## config.mk

```make
export PLATFORM = sky130hd
export DESIGN_NAME = shared_reg_arbiter
export DESIGN_NICKNAME = d
export VERILOG_FILES = /design/src/rtl/shared_reg_arb_pkg.sv /design/src/rtl/shared_reg_arbiter_rr_pick.sv /design/src/rtl/shared_reg_arbiter.sv
export SDC_FILE = /design/constraint.sdc
export NUM_CORES = 1
export LEC_CHECK = 0
export ABC_AREA = 0
export CAP_MARGIN = 10
export CORE_MARGIN = 3
export CORE_UTILIZATION = 37
export DETAILED_ROUTE_END_ITERATION = 12
export PLACE_DENSITY = 0.76
export SETUP_SLACK_MARGIN = 0.3
export SLEW_MARGIN = 20
export SYNTH_ARGS = -nofsm -noshare
export SYNTH_HDL_FRONTEND = slang
export SYNTH_SLANG_ARGS = --single-unit
export TNS_END_PERCENT = 20
```

## constraint.sdc

```tcl
create_clock -name clk -period 1.8 [get_ports clk]
set_clock_uncertainty 0.2 [all_clocks]
set_input_delay 0.18 -clock clk [delete_from_list [all_inputs] [get_ports clk]]
set_output_delay 0.18 -clock clk [all_outputs]
set_load 0.01 [all_outputs]
```

## src/rtl/shared_reg_arb_pkg.sv

```systemverilog
// Shared types and width helpers for the round-robin shared-register arbiter.
package shared_reg_arb_pkg;

  typedef enum logic {IDLE, OWNED} state_t;

  function automatic int idx_w(input int n);
    return (n > 1) ? $clog2(n) : 1;
  endfunction

  function automatic int hold_w(input int max_hold);
    return (max_hold > 1) ? $clog2(max_hold + 1) : 1;
  endfunction

endpackage

```

## src/rtl/shared_reg_arbiter_rr_pick.sv

```systemverilog
// Rotating priority encoder: first set req bit scanning ptr, ptr+1, ... modulo N.
module rr_pick #(
  parameter int N  = 4,
  parameter int IW = 2
) (
  input  logic [N-1:0]  req,
  input  logic [IW-1:0] ptr,
  output logic          any,
  output logic [IW-1:0] idx
);

  // Scan from the far end back toward ptr so the closest set bit is written last.
  always_comb begin
    any = |req;
    idx = '0;
    for (int k = N - 1; k >= 0; k--) begin
      if (req[(int'(ptr) + k) % N]) idx = IW'((int'(ptr) + k) % N);
    end
  end

endmodule

```

## src/rtl/shared_reg_arbiter.sv

```systemverilog
// Round-robin arbiter granting N requesters write access to one shared W-bit register.
module shared_reg_arbiter
  import shared_reg_arb_pkg::*;
#(
  parameter int N        = 4,
  parameter int W        = 8,
  parameter int MAX_HOLD = 4,
  localparam int IW      = idx_w(N)
) (
  input  logic          clk,
  input  logic          rst_n,
  input  logic [N-1:0]  req,
  input  logic [N-1:0]  wr_en,
  input  logic [N*W-1:0] wdata,
  output logic [N-1:0]  gnt,
  output logic [W-1:0]  q,
  output logic [IW-1:0] q_owner,
  output logic          q_upd
);

  localparam int HW = hold_w(MAX_HOLD);
  localparam logic [HW-1:0] HOLD_LAST = HW'(MAX_HOLD - 1);

  state_t        state, state_nxt;
  logic [IW-1:0] ptr, ptr_nxt;
  logic [IW-1:0] owner, owner_nxt;
  logic [HW-1:0] hold_cnt, hold_nxt;
  logic [N-1:0]  gnt_nxt;
  logic          pick_any;
  logic [IW-1:0] pick_idx;
  logic          rel;
  logic          wr_hit;
  logic [IW-1:0] wr_idx;
  logic [W-1:0]  wr_data;

  rr_pick #(.N(N), .IW(IW)) u_pick (
    .req (req),
    .ptr (ptr),
    .any (pick_any),
    .idx (pick_idx)
  );

  // Owner dropping req and timer expiry on the same edge collapse into one release.
  always_comb rel = !req[owner] || (hold_cnt == HOLD_LAST);

  always_comb begin
    state_nxt = state;
    ptr_nxt   = ptr;
    owner_nxt = owner;
    hold_nxt  = hold_cnt;
    gnt_nxt   = gnt;
    case (state)
      IDLE: begin
        if (pick_any) begin
          gnt_nxt   = N'(1) << pick_idx;
          owner_nxt = pick_idx;
          hold_nxt  = '0;
          state_nxt = OWNED;
        end
      end
      OWNED: begin
        hold_nxt = hold_cnt + HW'(1);
        if (rel) begin
          gnt_nxt   = '0;
          ptr_nxt   = (owner == IW'(N - 1)) ? '0 : owner + IW'(1);
          state_nxt = IDLE;
        end
      end
      default: begin
        gnt_nxt   = '0;
        state_nxt = IDLE;
      end
    endcase
  end

  // gnt is one-hot, so at most one lane can hit; the registered gnt gates the write.
  always_comb begin
    wr_hit  = 1'b0;
    wr_idx  = '0;
    wr_data = '0;
    for (int i = 0; i < N; i++) begin
      if (gnt[i] && wr_en[i]) begin
        wr_hit  = 1'b1;
        wr_idx  = IW'(i);
        wr_data = wdata[i*W +: W];
      end
    end
  end

  always_ff @(posedge clk or negedge rst_n) begin
    if (!rst_n) begin
      state    <= IDLE;
      ptr      <= '0;
      owner    <= '0;
      hold_cnt <= '0;
      gnt      <= '0;
      q        <= '0;
      q_owner  <= '0;
      q_upd    <= 1'b0;
    end else begin
      state    <= state_nxt;
      ptr      <= ptr_nxt;
      owner    <= owner_nxt;
      hold_cnt <= hold_nxt;
      gnt      <= gnt_nxt;
      q_upd    <= wr_hit;
      if (wr_hit) begin
        q       <= wr_data;
        q_owner <= wr_idx;
      end
    end
  end

endmodule

```

==> results by group, run 1 <==
Clock network
  – Number of CTS-inserted buffers: 3
  – CTS tree: yes
  – Number of levels in the clock H-tree: 1
  – Clk_lat worst skew: 0.31 ns
  – Root Driver: clkbuf_4
  – Longest Clk Path Bufs: 2
  – CTS sink cnt: 23
  – Clock-pin slew on the worst setup and hold paths: 0.13 ns

Setup path
  – Critical path peak fanout: 3
  – Worst Path Arrival: 1.81 ns
  – Kind of critical path: reg -> reg
  – RR Endpoint: gnt[2]
  – Worst setup EP type: flip-flop
  – Startpoint types: flip-flop
  – Reg2reg start: hold_cnt[1]
  – Setup slack, reg-to-reg: 0.04 ns
  – Reg2reg path depth: 6
  – CP Data Required Time: 1.85 ns

Cells and area
  – Final instance area: 0.00225 mm2
  – Final nets: 239
  – Area Overhead vs Synth: 79.9%
  – Number of diodes: 0
  – Layout cells sized above 1: 0.269
  – Final core utilization: 0.718

Placement
  – DP Wirelength: 2780 um
  – Dpl ws: -0.135 ns
  – IO buf count: 56
  – Final GP Congestion: 0.958
  – DP Area: 0.00197 mm2

Power and ir drop
  – Overall Power: 3.21 mW
  – Sequential power share: 0.317
  – Clock Power Share: 0.074
  – Logic gate share of total power: 0.609
  – Pwr Density: 1430 mW/mm2
  – Leakage: 1.17 nW
  – P_sw: 1.25 mW
  – Switching Fraction: 0.390
  – Internal cell power: 1.96 mW
  – Peak VDD IR: 0.840 mV

Synthesis
  – Post-Syn Area: 0.00125 mm2
  – Sequential element share of the synthesized area: 0.461
  – Syn_nets: 166
  – Synth area leaders: dfrtp_1 46%, a221oi_1 5.6%, o2bb2ai_1 5.6%
  – Main synth FF type: dfrtp_1
  – Synth cell count leaders: 23 x dfrtp_1, 14 x nor2_1, 9 x nand2_1
  – Count of different cell masters after synthesis: 34
  – Area share of the largest cell type after synthesis: 0.461
  – Average size of a mapped cell: 10.3 um2
  – Synth Register Bits: 23
  – Async set-reset flop share out of synthesis: 1.00
  – Syn Inst Count: 121
  – Number of synthesized flops with an enable pin: 0
  – Area leader, netlist: dfrtp_1
  – Yosys warning count: 0
  – Count leader, synth: dfrtp_1

Floorplanning
  – # IOs: 57
  – Die X: 64.1 um
  – Core Area: 0.00313 mm2
  – Row cnt: 20
  – DIE AREA: 0.00411 mm2
  – DIE HEIGHT: 64.1 um
  – Initial core utilization: 0.399

STA
  – RSZ-0062 raised after global routing: yes
  – Final-report hold violation count: 0
  – Slew @ Worst Pin: 0.437 ns
  – WHS: 0.0309 ns
  – Relative slew slack: 0.706
  – Worst setup slack after layout: 0.0440 ns
  – Setup violators final: 0
  – Fmax: 569 MHz
  – Slew Limit Fails: 0
  – Crit path time final: 1.76 ns
  – Final period util: 0.976

Status
  – Status: complete, no violations

Route
  – Routed wl met2: 2060 um
  – Vias/cell: 5.46
  – Drt total wl: 4020 um
  – Top routing layer used: met4
  – DR vias: 1293
  – WL met1: 1690 um
  – Final ANT Viol Nets: 0
  – Initial DRC Count: 48
  – Remaining DRCs: 0
  – Post-DR wirelength/cell: 17.0 um
  – Routed length on met3: 246 um
  – First-pass DRT Iterations: 4

Global routing
  – Vias in the first global route: 1317
  – Largest net degree at the start of global routing: 24
  – First-pass GRT wire length: 6030 um
  – Remaining Overflow, GRT: 0
  – Gr usage total: 0.182
  – Antenna violations before repair: 0

Min path
  – HP Class: in -> async

Flow run
  – Max Cap Viol: 0
## power groups by stage
stage | Combinational [mW] | Sequential [mW] | Clock, mW
global placement | 1.61 | 0.992 | 0
detailed placement | 1.65 | 1.01 | 0
global route | 2.12 | 1.06 | 0.265
CTS | 1.83 | 1.00 | 0.237
finish | 1.95 | 1.02 | 0.238
floorplan | 0.904 | 1.01 | 0
## cell type report
type,count,area (um2)
Sequential cell,23,578
Tap cell,44,55.1
Timing Repair Buffer,71,741
Multi-Input combinational cell,87,816
Inverter,8,30.0
Clock buffer,4,26.3
Fill cell,218,882
## flip-flops by register name, summed over array words and instances, names as in the netlist
| register | count |
|---|---|
| q_upd | 1 |
| ptr | 2 |
| owner | 2 |
| hold_cnt | 3 |
| q | 8 |
| gnt | 4 |
| q_owner | 2 |
| state | 1 |
## layout by cell type (no fill, tap or decap), types with 2 or more instances in the layout
| master | synthesis | layout |
|---|---|---|
| dfrtp_1 | 23 | 21 |
| nor2_1 | 14 | 12 |
| buf_6 | 0 | 6 |
| clkdlybuf4s50_1 | 0 | 38 |
| a32o_1 | 2 | 2 |
| o32ai_2 | 1 | 2 |
| nand2b_1 | 3 | 2 |
| a221oi_2 | 0 | 7 |
| inv_1 | 8 | 8 |
| nand2_1 | 9 | 7 |
| mux2_2 | 2 | 2 |
| o2bb2ai_1 | 8 | 7 |
| buf_4 | 0 | 9 |
| a21o_1 | 8 | 8 |
| dfrtp_2 | 0 | 2 |
| nand2_2 | 0 | 2 |
| o21ai_0 | 5 | 4 |
| dlymetal6s2s_1 | 0 | 18 |
| a21oi_1 | 3 | 3 |
| nor2_4 | 0 | 2 |
| clkbuf_4 | 0 | 3 |
## per-stage QoR
stage | setup TNS [ns] | cells
finish | 0 | 237
global route | -0.0676 | 237
CTS | 0 | 236
detailed placement | -1.49 | 228
global placement | -0.863 | 228
floorplan | 0 | 121
## worst max-delay path by stage
stage,start,to,depth (start not counted)
2_1_floorplan,hold_cnt[1],gnt[0],6
4_1_cts,hold_cnt[1],gnt[3],6
3_3_place_gp,wr_en[2],q[5],5
6_report,hold_cnt[1],gnt[2],6
5_1_grt,hold_cnt[1],gnt[2],6
3_5_place_dp,wr_en[2],q[5],5
## what timing repair did
action	in CTS	in global routing
gates resized for setup	15	37
hold buffers	0	0
buffers inserted	4	1
pin swaps	9	23
setup endpoints to repair	34	35
## metal layers
metal,up-vias,GRT usage
met4,0,0.0317
met3,4,0.0439
met5,-,0
met1,632,0.230
met2,49,0.319
li1,608,-
## worst max-delay path: stages (launching register included)
cell and delay (ns):
dfrtp_1 0.42, ha_2 0.21, ha_4 0.16, or2_4 0.26, o221a_4 0.25, nor2_4 0.09
a32o_1 0.12
## logic make-up (layout without fill, tap and decap cells)
family                     count (synthesis)  after routing  share of synthesized area
DFF                                       23             23                      0.461
muxes                                      4              4                     0.0341
adders and majority gates                  3              3                     0.0301
AOI/OAI and AO/OA                         44             44                      0.289
buffers and inverters                     11             83                     0.0351
and+or+nand+nor                           36             36                      0.151
(Power assumes the default switching activity.)
==> run 2, diff against run 1 <==
==> constraint.sdc (replaced) <==
create_clock -name clk -period 1.44 [get_ports clk]
set_clock_uncertainty 0.2 [all_clocks]
set_input_delay 0.144 -clock clk [delete_from_list [all_inputs] [get_ports clk]]
set_output_delay 0.144 -clock clk [all_outputs]
set_load 0.01 [all_outputs]
==> run 2 against run 1 <==
  * The run now ends with negative hold slack, negative setup slack left
  * Flip-flop and latch count unchanged
  * Non-clock buffer count rose by 9
  * First-iteration DRC count rose by 110%
  * Worst hold slack lost 0.051 ns
  * Routed wire length is 3.2% lower
  * Sequential share of layout area increased by 0.32 points
  * Register-to-register slack got worse by 0.30 ns
  * Count of clock-buffer cells in the layout stayed put
  * Clock power increased by 25%
  * Highest routed layer unchanged
==> results by group, run 2 (synthesis gave the netlist of run 1 again) <==
STA
  – Worst setup slack after layout: -0.260 ns
  – Relative slew slack: 0.749
  – Final-report hold violation count: 12
  – Slew Limit Fails: 0
  – Crit path time final: 1.70 ns
  – Setup violators final: 14
  – WHS: -0.0199 ns
  – RSZ-0062 raised after global routing: yes
  – Slew @ Worst Pin: 0.376 ns
  – Final period util: 1.18
  – Post-Route Setup TNS: -1.96 ns
  – Fmax: 588 MHz

Min path
  – HP Class: in -> async

Setup path
  – Max stage delay on crit path: 0.40 ns
  – Worst Path Arrival: 1.76 ns
  – CP Data Required Time: 1.50 ns
  – Startpoint types: flip-flop
  – Kind of critical path: reg -> reg
  – Crit-path leading delay family: flip-flops
  – Critical path peak fanout: 3
  – WP buf/inv: 0
  – Slowest stage cell, crit path: dfrtp_1
  – Worst setup EP type: flip-flop
  – Critical Path, Cell by Cell: ha_2 > ha_4 > or2_4 > o221a_4 > nor2_4 > a32o_1

Floorplanning
  – Initial core utilization: 0.399
  – DIE HEIGHT: 64.1 um
  – # IOs: 57
  – DIE AREA: 0.00411 mm2
  – Row cnt: 20
  – Die X: 64.1 um
  – Core Area: 0.00313 mm2

Status
  – Failing checks: negative hold slack, negative setup slack
  – Status: finished with violations

Global routing
  – Remaining Overflow, GRT: 0
  – Antenna violations before repair: 0
  – Largest net degree at the start of global routing: 24
  – Vias in the first global route: 1376
  – First-pass GRT wire length: 6570 um
  – Gr usage total: 0.201

Cells and area
  – Fillers: 238
  – Number of diodes: 0
  – Area Overhead vs Synth: 76.9%
  – Final Non-Filler Cells: 246
  – Final nets: 248
  – Max reg flops: 8
  – Layout cells sized above 1: 0.376
  – Commonest non-fill, non-tap cell in the layout: clkdlybuf4s50_1
  – Largest registers: q (8), gnt (4), hold_cnt (3)
  – Biggest register: q
  – Most frequent cells in the layout: 38 x clkdlybuf4s50_1, 23 x dfrtp_1, 17 x buf_4
  – Final core utilization: 0.706
  – Final instance area: 0.00221 mm2

Clock network
  – CTS sink cnt: 23
  – Number of levels in the clock H-tree: 1
  – Root Driver: clkbuf_4
  – Clk_lat worst skew: 0.31 ns
  – CTS tree: yes
  – Clock-pin slew on the worst setup and hold paths: 0.13 ns
  – Number of CTS-inserted buffers: 3
  – Longest Clk Path Bufs: 2

Route
  – Vias/cell: 5.23
  – Post-DR wirelength/cell: 15.8 um
  – Final ANT Viol Nets: 0
  – Remaining DRCs: 0
  – Drt total wl: 3890 um
  – Initial DRC Count: 100
  – First-pass DRT Iterations: 4
  – DR vias: 1286

Placement
  – DP Wirelength: 2900 um
  – Placed Instances: 237
  – Dpl ws: -0.494 ns
  – DP Area: 0.00203 mm2
  – Final GP Congestion: 0.844
  – IO buf count: 56

Power and ir drop
  – Overall Power: 4.13 mW
  – Pwr Density: 1870 mW/mm2
  – Leakage: 1.03 nW
  – Peak VDD IR: 1.17 mV

Flow run
  – Max Cap Viol: 0
## run 2: cell count changes in the layout (fill, tap and decap cells not counted), moves of 3 or more
| cell | delta |
|---|---|
| a221oi_2 | -5 |
| buf_6 | +9 |
| a221oi_1 | +6 |
| dlygate4sd2_1 | +3 |
| buf_4 | +8 |
| buf_2 | +7 |
| dlymetal6s2s_1 | -18 |
## run 2: where the power goes
group | leakage (nW) | internal (mW) | switching (mW) | total [mW]
sequential | 0.286 | 0.968 | 0.246 | 1.21
clock | 0.0150 | 0.108 | 0.190 | 0.298
combinational | 0.733 | 1.49 | 1.12 | 2.62
## run 2: final cells by class
type / count / area (um2) / area share
multi-input combinational: 87 / 783 / 0.355
inverter: 8 / 30.0 / 0.0136
clock buffer: 4 / 26.3 / 0.0119
sequential: 23 / 576 / 0.261
timing repair buffer: 80 / 738 / 0.334
tap: 44 / 55.1 / 0.0249
## run 2: worst reg2reg max path: stages (launching register included)
cell and delay, ns:
dfrtp_1 0.40, ha_2 0.20, ha_4 0.16, or2_4 0.24
o221a_4 0.25, nor2_4 0.09, a32o_1 0.12
## run 2: worst paths after layout
check,depth (start not counted),from,slack (ns),end
max reg2reg,6,hold_cnt[1],-0.26,gnt[0]
min in group clk,3,wdata[30],0.23,q[6]
max in group asynchronous,2,rst_n,0.81,q[1]
min reg2reg,1,q[6],0.30,q[6]
max,6,hold_cnt[1],-0.26,gnt[0]
min,2,rst_n,-0.02,q_owner[0]
## run 2: layer usage
layer / track usage / up-vias / routed length, um
met5: 0 / - / 0
met3: 0.0475 / 4 / 278
met4: 0.0396 / 0 / 18
met1: 0.236 / 610 / 1640
met2: 0.370 / 53 / 1960
li1: - / 619 / -
## run 2: what timing repair did
action,CTS,global route
resized for setup,94,14
buffers inserted,5,0
endpoints found under the setup margin,38,38
pin swaps,14,6
cloned,0,0
endpoints found under the hold margin,23,12
